File: config.mk
export PLATFORM = sky130hd
export DESIGN_NAME = div_ctrl
export DESIGN_NICKNAME = d
export VERILOG_FILES = /design/src/rtl/div_ctrl.sv
export SDC_FILE = /design/constraint.sdc
export NUM_CORES = 1
export LEC_CHECK = 0
export CORE_MARGIN = 5
export CORE_UTILIZATION = 60
export CTS_BUF_LIST = sky130_fd_sc_hd__clkbuf_8
export DETAILED_ROUTE_END_ITERATION = 6
export HOLD_SLACK_MARGIN = 0.12
export PLACE_DENSITY = 0.83
export RECOVER_POWER = 100
export REMOVE_ABC_BUFFERS = 1
export SYNTH_ARGS = -nofsm -noshare
export SYNTH_HDL_FRONTEND = slang
export SYNTH_SLANG_ARGS = --single-unit
File: constraint.sdc
create_clock -name clk -period 4.98 [get_ports clk]
set_input_delay 0.498 -clock clk [delete_from_list [all_inputs] [get_ports clk]]
set_output_delay 0.498 -clock clk [all_outputs]
set_load 0.005 [all_outputs]
File: src/rtl/div_ctrl.sv
// div_ctrl: multi-cycle restoring divider sequencer for the EX stage.
// Executes DIV (signed) / DIVU (unsigned) one quotient bit per cycle and
// returns {remainder, quotient} for the HI/LO write path.
//
// Ports:
//   clk           system clock, rising edge
//   rst           synchronous active-high reset
//   signed_div_i  1 = DIV (two's complement), 0 = DIVU
//   opdata1_i     dividend
//   opdata2_i     divisor
//   start_i       division request, held by EX until ready_o
//   annul_i       cancel request (flush/exception in EX)
//   result_o      {remainder, quotient}, registered
//   ready_o       result valid, registered
//   stallreq_o    combinational pipeline stall request
module div_ctrl #(
  parameter int unsigned DATA_W = 32,
  parameter int unsigned CNT_W  = 6
) (
  input  logic                  clk,
  input  logic                  rst,
  input  logic                  signed_div_i,
  input  logic [DATA_W-1:0]     opdata1_i,
  input  logic [DATA_W-1:0]     opdata2_i,
  input  logic                  start_i,
  input  logic                  annul_i,
  output logic [2*DATA_W-1:0]   result_o,
  output logic                  ready_o,
  output logic                  stallreq_o
);

  typedef enum logic [1:0] {
    ST_FREE   = 2'd0,
    ST_BYZERO = 2'd1,
    ST_ON     = 2'd2,
    ST_END    = 2'd3
  } state_t;

  state_t              state, state_nxt;
  logic [CNT_W-1:0]    cnt, cnt_nxt;
  logic [DATA_W-1:0]   dvd, dvd_nxt;   // dividend magnitude, shifted out MSB first
  logic [DATA_W-1:0]   dvs, dvs_nxt;   // divisor magnitude
  logic [DATA_W-1:0]   rem, rem_nxt;   // partial remainder
  logic [DATA_W-1:0]   quo, quo_nxt;   // quotient bits collected so far
  logic                neg_q, neg_q_nxt;
  logic                neg_r, neg_r_nxt;
  logic [2*DATA_W-1:0] result_nxt;
  logic                ready_nxt;

  // One restoring step: shift in next dividend bit, trial-subtract divisor.
  // The compare is done at DATA_W+1 bits so the shifted-out carry counts;
  // when it succeeds the true difference is below the divisor, so the
  // low DATA_W bits of the subtraction are exact.
  logic [DATA_W:0]   partial;
  logic              trial_ge;
  logic [DATA_W-1:0] trial_diff;

  assign partial    = {rem, dvd[DATA_W-1]};
  assign trial_ge   = partial >= {1'b0, dvs};
  assign trial_diff = partial[DATA_W-1:0] - dvs;

  // Stall EX while a request is outstanding and not yet answered.
  assign stallreq_o = rst ? 1'b0 : (start_i & ~ready_o & ~annul_i);

  // State and datapath registers.
  always_ff @(posedge clk) begin
    if (rst) begin
      state    <= ST_FREE;
      cnt      <= '0;
      dvd      <= '0;
      dvs      <= '0;
      rem      <= '0;
      quo      <= '0;
      neg_q    <= 1'b0;
      neg_r    <= 1'b0;
      result_o <= '0;
      ready_o  <= 1'b0;
    end else begin
      state    <= state_nxt;
      cnt      <= cnt_nxt;
      dvd      <= dvd_nxt;
      dvs      <= dvs_nxt;
      rem      <= rem_nxt;
      quo      <= quo_nxt;
      neg_q    <= neg_q_nxt;
      neg_r    <= neg_r_nxt;
      result_o <= result_nxt;
      ready_o  <= ready_nxt;
    end
  end

  // Next-state and datapath/output update.
  always_comb begin
    state_nxt  = state;
    cnt_nxt    = cnt;
    dvd_nxt    = dvd;
    dvs_nxt    = dvs;
    rem_nxt    = rem;
    quo_nxt    = quo;
    neg_q_nxt  = neg_q;
    neg_r_nxt  = neg_r;
    result_nxt = result_o;
    ready_nxt  = ready_o;

    case (state)
      ST_FREE: begin
        result_nxt = '0;
        ready_nxt  = 1'b0;
        if (start_i && !annul_i) begin
          // Signed mode works on magnitudes; 0x80.. maps to itself, which
          // is the correct unsigned magnitude.
          dvd_nxt   = (signed_div_i && opdata1_i[DATA_W-1]) ? DATA_W'(-opdata1_i) : opdata1_i;
          dvs_nxt   = (signed_div_i && opdata2_i[DATA_W-1]) ? DATA_W'(-opdata2_i) : opdata2_i;
          neg_q_nxt = signed_div_i & (opdata1_i[DATA_W-1] ^ opdata2_i[DATA_W-1]);
          neg_r_nxt = signed_div_i & opdata1_i[DATA_W-1];
          rem_nxt   = '0;
          quo_nxt   = '0;
          cnt_nxt   = '0;
          state_nxt = (opdata2_i == '0) ? ST_BYZERO : ST_ON;
        end
      end

      ST_BYZERO: begin
        // cnt gives the divide-by-zero path its two-edge latency.
        if (cnt == '0) begin
          cnt_nxt = CNT_W'(1);
        end else begin
          cnt_nxt    = '0;
          result_nxt = '0;
          ready_nxt  = 1'b1;
          state_nxt  = ST_END;
        end
      end

      ST_ON: begin
        if (annul_i) begin
          result_nxt = '0;
          ready_nxt  = 1'b0;
          cnt_nxt    = '0;
          state_nxt  = ST_FREE;
        end else if (cnt != CNT_W'(DATA_W)) begin
          dvd_nxt = {dvd[DATA_W-2:0], 1'b0};
          rem_nxt = trial_ge ? trial_diff : partial[DATA_W-1:0];
          quo_nxt = {quo[DATA_W-2:0], trial_ge};
          cnt_nxt = cnt + CNT_W'(1);
        end else begin
          // Sign correction; negating zero yields zero.
          result_nxt = {(neg_r ? DATA_W'(-rem) : rem), (neg_q ? DATA_W'(-quo) : quo)};
          ready_nxt  = 1'b1;
          cnt_nxt    = '0;
          state_nxt  = ST_END;
        end
      end

      ST_END: begin
        if (!start_i) begin
          result_nxt = '0;
          ready_nxt  = 1'b0;
          state_nxt  = ST_FREE;
        end
      end

      default: begin
        state_nxt = ST_FREE;
      end
    endcase
  end

endmodule

==> flow_summary.toml, run 1 <==
[floorplan]
top_level_ports = 135
start_util_pct = 60.9
std_cell_rows = 52
placeable_core_region_um2 = 20200
dieArea_um2 = 23500
chipWidth_um = 153
die_height_um = 153

[synthesis]
synthDistinctLibCells = 75
postSynthCellCount = 1592
yosysTopAreaCell = "dfxtp_1"
ys_async_rst_share_pct = 0
synth_edf_count = 0
synth-main-ff-cell = "dfxtp_1"
synth.top_cell.area_share_pct = 33.0
postSynthAreaPerCell_um2 = 7.74
synthTopCellsByArea = "dfxtp_1 (33%), nand2_1 (6.3%), xnor2_1 (5.9%)"
netlist_area_um2 = 12300
synth.yosys.seq_area_share_pct = 33.0
synth_common_cells = "nand2_1 (207), dfxtp_1 (203), nor2_1 (168)"
post-synth-top-count-cell = "nand2_1"
synth_seq_cells = 203
synth-warning-count = 0

[timing]
max_freq_mhz = 254
clock_skew_ps = 14.5
fin_worst_hold_slack_ps = 448
setup_ws_ps = 1040
worstMarginPinSlew_ps = 1950
final_hold_viol_count = 0
rsz0062_at_grt = "false"
final_max_slew_viol_count = 149
period_needed_ps = 3940
setup-tns-final_ps = 0
fin_crit_sh_pct = 79.0
finalSetupViolCount = 0
slew_margin_rel_pct = -29.8

[clocking]
holdBufCountCts = 0
postCtsResizedCells = 0
worst_skew_pair.late_latency_ps = 530
post_cts.repair.setup_buffers = 0
cts.reportedPaths.clkPinSlew_ps = 60
cts_bufs_inserted = 37
cts-root-to-sink-buffers = 3
cts_max_level = 2
cts_sinks = 203
ctsRootBufferMaster = "clkbuf_8"
tritoncts_clock_tree = "yes"

[pwr]
power_per_cell_area_nw_per_um2 = 352
cellLeakagePower_nw = 5.83
totalPowerFinal_mw = 5.08
max_rail_drop_vdd_mv = 0.256

[setup_path]
crit_path_cell_trace = "inv_1 > ha_1 > clkbuf_2 > nor2_1 > o21a_1 > clkbuf_2 > and3_1 > a21oi_1 > nor2_1"
setup_crit_end_kind = "register"
cpPeakStageDelay_ps = 810
timing.critical_path.arrival_ps = 4390
worst_setup_path_start_kind = "register"
critical_path.max_fanout = 96
cp.required_ps = 5440
worst-setup-path-type = "reg2reg"
reg2reg_to = "quo[11]$_SDFFE_PP0P_"
crit_slowest_cell = "clkbuf_2"
rrSetupSlack_ps = 1040
reg2regPathDepth = 9
critical_path.reg2reg.startpoint = "state[0]$_SDFFE_PP0P_"

[run_status]
violations = "max-capacitance violations, max-slew violations"
outcome = "finished with violations"

[global_route]
gr-total-overflow = 0
grt_pass1_wl_um = 50900
grt_antenna_before_repair = 0
grt_pass1_vias = 10500
grt.total_usage_pct = 24.9
grt_max_degree = 97

[detailed_routing]
vias_per_cell = 5.90
detail_route.drc_violations = 0
num_vias = 11600
ant_nets = 0
detail_route.wl_per_cell_um = 15.7
dr.first_iter.drc_count = 888
drt_wl_total_um = 31000
drtPass1Iterations = 5

[job]
max_cap_viols = 2

[finish]
finish.instance_area_um2 = 14400
final_core_utilization_pct = 71.3
finalNetCount = 1791
area_delta_synth_final_pct = 17.2
antennaDiodeCount = 0
drive_gt1_share_pct = 6.23
fillCellCount = 1654
instances_no_fill = 1971

[place]
io_buffer_count = 134
post-dp-hpwl_um = 22300
post_dp_cell_area_um2 = 13700
dp.cells = 1910
finalWeightedCongestion = 0.943
dpl_worst_slack_ps = 1670

[min_path]
holdPathStages = 2
min_to = "result_o[0]$_SDFFE_PP0P_"
min-delay-path-class = "reg2reg"
worst_hold_startpoint = "result_o[0]$_SDFFE_PP0P_"
## worst max path at each step
stage	from	slack, ps	endpoint
2_1_floorplan	state[0]$_SDFFE_PP0P_	-1050	dvd[31]$_SDFFE_PP0P_
3_3_place_gp	rem[2]$_SDFFE_PP0P_	1760	rem[23]$_SDFFE_PP0P_
3_5_place_dp	state[0]$_SDFFE_PP0P_	1670	rem[3]$_SDFFE_PP0P_
4_1_cts	rem[11]$_SDFFE_PP0P_	1620	rem[12]$_SDFFE_PP0P_
5_1_grt	state[0]$_SDFFE_PP0P_	650	quo[1]$_SDFFE_PP0P_
6_report	state[0]$_SDFFE_PP0P_	1040	quo[11]$_SDFFE_PP0P_
## critical path: cells and delay by family (launching register included)
| kind | cells | cell delay, ps |
|---|---|---|
| buf+inv | 3 | 1650 |
| compound gates | 2 | 680 |
| simple gates | 3 | 930 |
| fa+ha+maj | 1 | 210 |
| flops | 1 | 360 |
## layout make-up
| cell class | instances | area, um^2 | share of cell area, % |
|---|---|---|---|
| Clock buffer | 45 | 619 | 4.29 |
| Clock inverter | 16 | 103 | 0.711 |
| Inverter | 55 | 206 | 1.43 |
| Multi-Input combinational cell | 1231 | 7650 | 53.0 |
| Sequential cell | 203 | 4060 | 28.2 |
| Tap cell | 270 | 338 | 2.34 |
| Timing Repair Buffer | 151 | 1450 | 10.1 |
## per-layer routing
layer | track usage (%) | vias to the layer above | routed length [um]
met5 | 0 | - | 0
met4 | 6.07 | 0 | 451
met3 | 4.50 | 40 | 2530
met2 | 39.0 | 444 | 13800
met1 | 35.8 | 5303 | 14200
li1 | - | 5839 | -
## cells by family (layout without fill, tap and decap cells)
family / after synthesis / after routing / synth area share (%)
AND/OR/NAND/NOR: 576 / 576 / 21.8
multiplexers: 5 / 5 / 0.406
buffers and inverters: 158 / 267 / 5.12
XOR/XNOR: 145 / 145 / 10.3
AO/OA/AOI/OAI: 462 / 462 / 24.9
adder cells (fa/ha/maj): 43 / 43 / 4.43
flip-flops: 203 / 203 / 33.0
## cell usage in the layout (no fill, tap or decap), drive strengths merged, types with 11 or more instances in the layout
cell / Yosys / layout
nor4: 15 / 15
buf: 14 / 13
a211oi: 26 / 26
a22o: 25 / 25
nor3: 43 / 43
nand3: 25 / 25
o31ai: 27 / 27
or4: 12 / 12
a21oi: 138 / 138
or3: 24 / 24
clkbuf: 88 / 50
a22oi: 26 / 26
nor2: 170 / 170
o21ai: 98 / 98
o41ai: 17 / 17
inv: 55 / 67
and3: 34 / 34
ha: 42 / 42
nand2: 207 / 207
clkdlybuf4s50: 0 / 66
o211ai: 24 / 24
o31a: 11 / 11
dlygate4sd3: 0 / 67
a21o: 11 / 11
xor2: 62 / 62
dfxtp: 203 / 203
xnor2: 83 / 83
## report_power, final
part	total (mW)	switching (mW)	leakage [nW]	internal, mW
sequential	1.87	0.0883	1.64	1.78
combinational	1.66	1.12	3.77	0.548
clock	1.55	0.683	0.413	0.867
total	5.08	1.89	5.83	3.20
## sequential cells by signal (all words and copies together), names as in the netlist
| signal | flops |
|---|---|
| cnt | 6 |
| dvd | 32 |
| dvs | 32 |
| neg_q | 1 |
| neg_r | 1 |
| quo | 32 |
| ready_o | 1 |
| rem | 32 |
| result_o | 64 |
| state | 2 |
(Power assumes the default switching activity.)
==> run 2: changes to the inputs <==
--- a/config.mk
+++ b/config.mk
@@ -6,11 +6,11 @@
 export NUM_CORES = 1
 export LEC_CHECK = 0
 export CORE_MARGIN = 5
-export CORE_UTILIZATION = 60
+export CORE_UTILIZATION = 59
 export CTS_BUF_LIST = sky130_fd_sc_hd__clkbuf_8
 export DETAILED_ROUTE_END_ITERATION = 6
 export HOLD_SLACK_MARGIN = 0.12
-export PLACE_DENSITY = 0.83
+export PLACE_DENSITY = 0.82
 export RECOVER_POWER = 100
 export REMOVE_ABC_BUFFERS = 1
 export SYNTH_ARGS = -nofsm -noshare
==> constraint.sdc (replaced) <==
create_clock -name clk -period 3.91 [get_ports clk]
set_input_delay 0.391 -clock clk [delete_from_list [all_inputs] [get_ports clk]]
set_output_delay 0.391 -clock clk [all_outputs]
set_load 0.005 [all_outputs]
==> flow_summary.toml, run 2 (synthesis gave the netlist of run 1 again) <==
[finish]
finish.instance_area_um2 = 14400
area_delta_synth_final_pct = 17.1
final_common_cell = "nand2_1"
drive_gt1_share_pct = 6.28
antennaDiodeCount = 0
largest_register_ffs = 64
final_core_utilization_pct = 70.8
finalNetCount = 1791
largest_register = "result_o"
most-common-layout-cells = "nand2_1 (207), dfxtp_1 (203), nor2_1 (168)"

[min_path]
min-delay-path-class = "in2reg"
holdPathStages = 2
min_to = "dvd[5]$_SDFFE_PP0P_"
worst_hold_startpoint = "rst"

[timing]
final_hold_viol_count = 0
finalSetupViolCount = 0
max_freq_mhz = 299
clock_skew_ps = 12.6
slew_margin_rel_pct = -12.0
final_max_slew_viol_count = 32
fin_crit_sh_pct = 85.6
worstMarginPinSlew_ps = 1670
period_needed_ps = 3350
setup_ws_ps = 561
rsz0062_at_grt = "false"

[clocking]
ctsRootBufferMaster = "clkbuf_8"
tritoncts_clock_tree = "yes"
cts_sinks = 203
holdBufCountCts = 0
postCtsResizedCells = 0
cts.reportedPaths.clkPinSlew_ps = 70
cts_bufs_inserted = 35
cts-root-to-sink-buffers = 3
worst_skew_pair.late_latency_ps = 520
cts_max_level = 2
post_cts.repair.setup_buffers = 0

[detailed_routing]
drtPass1Iterations = 5
num_vias = 11700
detail_route.drc_violations = 0
drt_wl_total_um = 31000
ant_nets = 0
vias_per_cell = 5.91
detail_route.wl_per_cell_um = 15.7
dr.first_iter.drc_count = 725

[global_route]
grt_max_degree = 88
grt_pass1_vias = 10600
grt_pass1_wl_um = 51300
grt_antenna_before_repair = 0
gr-total-overflow = 0
grt.total_usage_pct = 24.9

[floorplan]
die_height_um = 154
top_level_ports = 135
chipWidth_um = 154
start_util_pct = 60.5
dieArea_um2 = 23900
std_cell_rows = 52
placeable_core_region_um2 = 20400

[pwr]
max_rail_drop_vdd_mv = 0.268
cellInternalPower_mw = 4.05
switchingPower_mw = 2.39
comb_power_share_pct = 32.9
sequentialPowerShare_pct = 37.0
power_frac_clock_pct = 30.2
power_per_cell_area_nw_per_um2 = 447
cellLeakagePower_nw = 5.83
sw_frac_of_total_pct = 37.2

[setup_path]
worst_setup_path_start_kind = "register"
setup_crit_end_kind = "register"
crit_buf_inv = 1
crit_path_cell_trace = "ha_1 > a21o_1 > a31oi_1 > o21ai_1 > a22o_1 > a31oi_1 > a21oi_2 > buf_4 > o21ai_0 > o21ai_0"
critical_path.max_fanout = 37
rrSetupSlack_ps = 560
cpPeakStageDelay_ps = 540
reg2regPathDepth = 10
timing.critical_path.arrival_ps = 3720
reg2reg_to = "rem[28]$_SDFFE_PP0P_"
crit_slowest_cell = "o21ai_0"
worst-setup-path-type = "reg2reg"
critical_path.reg2reg.startpoint = "rem[11]$_SDFFE_PP0P_"
cp.required_ps = 4290
cp_top_family = "compound AO/OA/AOI/OAI gates"

[run_status]
violations = "max-capacitance violations, max-slew violations"
outcome = "finished with violations"

[job]
max_cap_viols = 1

[place]
post-dp-hpwl_um = 22600
finalWeightedCongestion = 0.945
io_buffer_count = 134
dpl_worst_slack_ps = 761
post_dp_cell_area_um2 = 13800
## run 2: per-layer routing
metal | GRT usage [%] | routed length (um) | vias up
li1 | - | - | 5846
met1 | 35.4 | 14200 | 5390
met2 | 39.3 | 13900 | 391
met3 | 4.61 | 2350 | 43
met4 | 6.31 | 535 | 0
met5 | 0 | 0 | -
## run 2: worst max-delay path by stage
stage                                     start                    to  slack, ps  depth (start not counted)
after floorplan           state[0]$_SDFFE_PP0P_  dvd[31]$_SDFFE_PP0P_      -2120                          6
after global placement             opdata1_i[0]  dvd[28]$_SDFFE_PP0P_        890                         11
after detailed placement           opdata1_i[0]  dvd[28]$_SDFFE_PP0P_        760                         11
after CTS                  rem[11]$_SDFFE_PP0P_  rem[12]$_SDFFE_PP0P_        830                         10
after global routing       rem[11]$_SDFFE_PP0P_  rem[28]$_SDFFE_PP0P_        320                         10
final                      rem[11]$_SDFFE_PP0P_  rem[28]$_SDFFE_PP0P_        560                         10
## run 2: cell type report
cell class,count,area (um^2)
multi-input cells,1231,7640
fillers,1685,5940
flip-flops and latches,203,4060
repair buffers,153,1460
clock buffers,44,606
well taps,270,338
inverters,55,206
clock inverters,18,108
## run 2: power groups by stage
stage	clock [mW]	combinational [mW]	sequential (mW)
3_5_place_dp	0	2.11	2.43
4_1_cts	1.98	2.12	2.38
6_report	1.94	2.12	2.38
3_3_place_gp	0	2.08	2.42
5_1_grt	2.09	2.34	2.41
2_1_floorplan	0	1.46	2.40
## run 2: stage by stage
step / hold slack, ps / TNS, ps / std cells / total power [mW]
finish: 398 / 0 / 1974 / 6.45
global route: 402 / 0 / 1974 / 6.83
CTS: 375 / 0 / 1974 / 6.48
detailed placement: 446 / 0 / 1912 / 4.54
global placement: 440 / 0 / 1912 / 4.49
floorplan: 426 / -184240 / 1489 / 3.86
## run 2: worst register-to-register path, cell delays in order (launching register included)
cell     delay [ps]
dfxtp_1         510
ha_1            380
a21o_1          230
a31oi_1         330
o21ai_1         180
a22o_1          230
a31oi_1         260
a21oi_2         100
buf_4           250
o21ai_0         550
o21ai_0         200
==> run 3: changes to the inputs <==
--- a/config.mk
+++ b/config.mk
@@ -6,11 +6,11 @@
 export NUM_CORES = 1
 export LEC_CHECK = 0
 export CORE_MARGIN = 5
-export CORE_UTILIZATION = 59
+export CORE_UTILIZATION = 40
 export CTS_BUF_LIST = sky130_fd_sc_hd__clkbuf_8
 export DETAILED_ROUTE_END_ITERATION = 6
 export HOLD_SLACK_MARGIN = 0.12
-export PLACE_DENSITY = 0.82
+export PLACE_DENSITY = 0.59
 export RECOVER_POWER = 100
 export REMOVE_ABC_BUFFERS = 1
 export SYNTH_ARGS = -nofsm -noshare
==> flow_summary.toml, run 3 (synthesis gave the netlist of run 1 again) <==
[run_status]
outcome = "completed"

[floorplan]
chipWidth_um = 185
placeable_core_region_um2 = 30500
std_cell_rows = 64
dieArea_um2 = 34400
die_height_um = 185
start_util_pct = 40.4
top_level_ports = 135

[timing]
slew_margin_rel_pct = 6.21
final_hold_viol_count = 0
rsz0062_at_grt = "false"
max_freq_mhz = 295
finalSetupViolCount = 0
worstMarginPinSlew_ps = 1400
fin_crit_sh_pct = 86.8
clock_skew_ps = 27.8
period_needed_ps = 3400
setup-tns-final_ps = 0
final_max_slew_viol_count = 0

[clocking]
cts_sinks = 203
cts_max_level = 2
tritoncts_clock_tree = "yes"
ctsRootBufferMaster = "clkbuf_8"
holdBufCountCts = 0
cts_bufs_inserted = 39
cts-root-to-sink-buffers = 3
cts.reportedPaths.clkPinSlew_ps = 60
worst_skew_pair.late_latency_ps = 550
postCtsResizedCells = 0
post_cts.repair.setup_buffers = 0

[detailed_routing]
ant_nets = 0
drt_wl_total_um = 34000
detail_route.wl_per_cell_um = 16.1
dr.first_iter.drc_count = 741
vias_per_cell = 5.39
num_vias = 11400
drtPass1Iterations = 7
detail_route.drc_violations = 0

[global_route]
grt.total_usage_pct = 19.2
gr-total-overflow = 0
grt_max_degree = 96
grt_pass1_vias = 10500
grt_antenna_before_repair = 0
grt_pass1_wl_um = 55500

[setup_path]
setup_crit_end_kind = "register"
critical_path.max_fanout = 17
cp.required_ps = 4330
worst_setup_path_start_kind = "register"
timing.critical_path.arrival_ps = 3820
worst-setup-path-type = "reg2reg"

[finish]
largest_register = "result_o"
final_common_cell = "nand2_1"
area_taken_by_flip_flops_and_latches_um2 = 4060
area_delta_synth_final_pct = 19.8
multiInputGateArea_um2 = 7630
finish.instance_area_um2 = 14800
antennaDiodeCount = 0
drive_gt1_share_pct = 7.00
largest_register_ffs = 64
final_core_utilization_pct = 48.4
finalNetCount = 1800
fillCellCount = 3019
most-common-layout-cells = "nand2_1 (207), dfxtp_1 (203), nor2_1 (167)"

[place]
post_dp_cell_area_um2 = 14000
finalWeightedCongestion = 0.920
post-dp-hpwl_um = 24600
io_buffer_count = 134

[pwr]
totalPowerFinal_mw = 6.80
switchingPower_mw = 2.50
cellInternalPower_mw = 4.30
max_rail_drop_vdd_mv = 0.309
power_frac_clock_pct = 33.2
cellLeakagePower_nw = 5.92
sequentialPowerShare_pct = 35.0
power_per_cell_area_nw_per_um2 = 461
comb_power_share_pct = 31.8
sw_frac_of_total_pct = 36.7

[job]
max_cap_viols = 0

[min_path]
min-delay-path-class = "in2reg"
==> run 3: cell count changes in the layout (fill, tap and decap cells not counted), moves of 2 or more <==
| cell | before | now |
|---|---|---|
| clkinv_2 | 4 | 2 |
| clkbuf_2 | 5 | 3 |
| clkbuf_1 | 3 | 1 |
| inv_1 | 66 | 64 |
| clkbuf_8 | 44 | 52 |
| buf_4 | 12 | 21 |
==> run 3: final cells by class <==
| cell class | instances | share of cell area (%) |
|---|---|---|
| Clock buffer | 52 | 4.85 |
| Tap cell | 396 | 3.36 |
| Clock inverter | 16 | 0.924 |
| Multi-Input combinational cell | 1231 | 51.7 |
| Sequential cell | 203 | 27.5 |
| Timing Repair Buffer | 158 | 10.2 |
| Inverter | 55 | 1.40 |
==> run 3: layer usage <==
layer	GRT usage (%)	vias to the layer above	routed length, um	share of wire (%)
met5	0	-	0	0
met4	4.46	0	513	1.5
met3	2.78	44	1710	5.0
met2	29.2	261	14500	43
met1	28.8	5201	17200	51
li1	-	5868	-	-
==> run 3: power by group through the flow <==
stage	logic, mW	clock network (mW)	registers [mW]
after global routing	2.39	2.43	2.41
final	2.16	2.26	2.38
after CTS	2.18	2.33	2.38
after global placement	2.18	0	2.42
after detailed placement	2.18	0	2.43
after floorplan	1.46	0	2.40
==> run 3: worst paths after layout <==
| path | from | endpoint | slack [ps] | cells past startpoint |
|---|---|---|---|---|
| worst max-delay path | rem[11]$_SDFFE_PP0P_ | rem[3]$_SDFFE_PP0P_ | 510 | 10 |
| worst min-delay path | rst | quo[30]$_SDFFE_PP0P_ | 400 | 2 |
| worst max register to register | rem[11]$_SDFFE_PP0P_ | rem[3]$_SDFFE_PP0P_ | 510 | 10 |
| worst min register to register | dvd[30]$_SDFFE_PP0P_ | dvd[30]$_SDFFE_PP0P_ | 450 | 2 |
==> run 3: critical path, stage by stage (launching register included) <==
cell      delay, ps
dfxtp_1         520
ha_1            380
a21o_1          230
a31oi_1         300
o21ai_0         210
a22o_1          230
a31oi_1         260
a21oi_1         210
or2_0           300
clkbuf_2        290
a221o_1         350
==> run 3: stage by stage <==
stage,hold WS [ps],setup slack (ps),cells
final,405,515,2111
after global routing,427,317,2111
after CTS,384,815,2111
after detailed placement,446,725,2043
after global placement,441,768,2043
after floorplan,426,-2120,1489
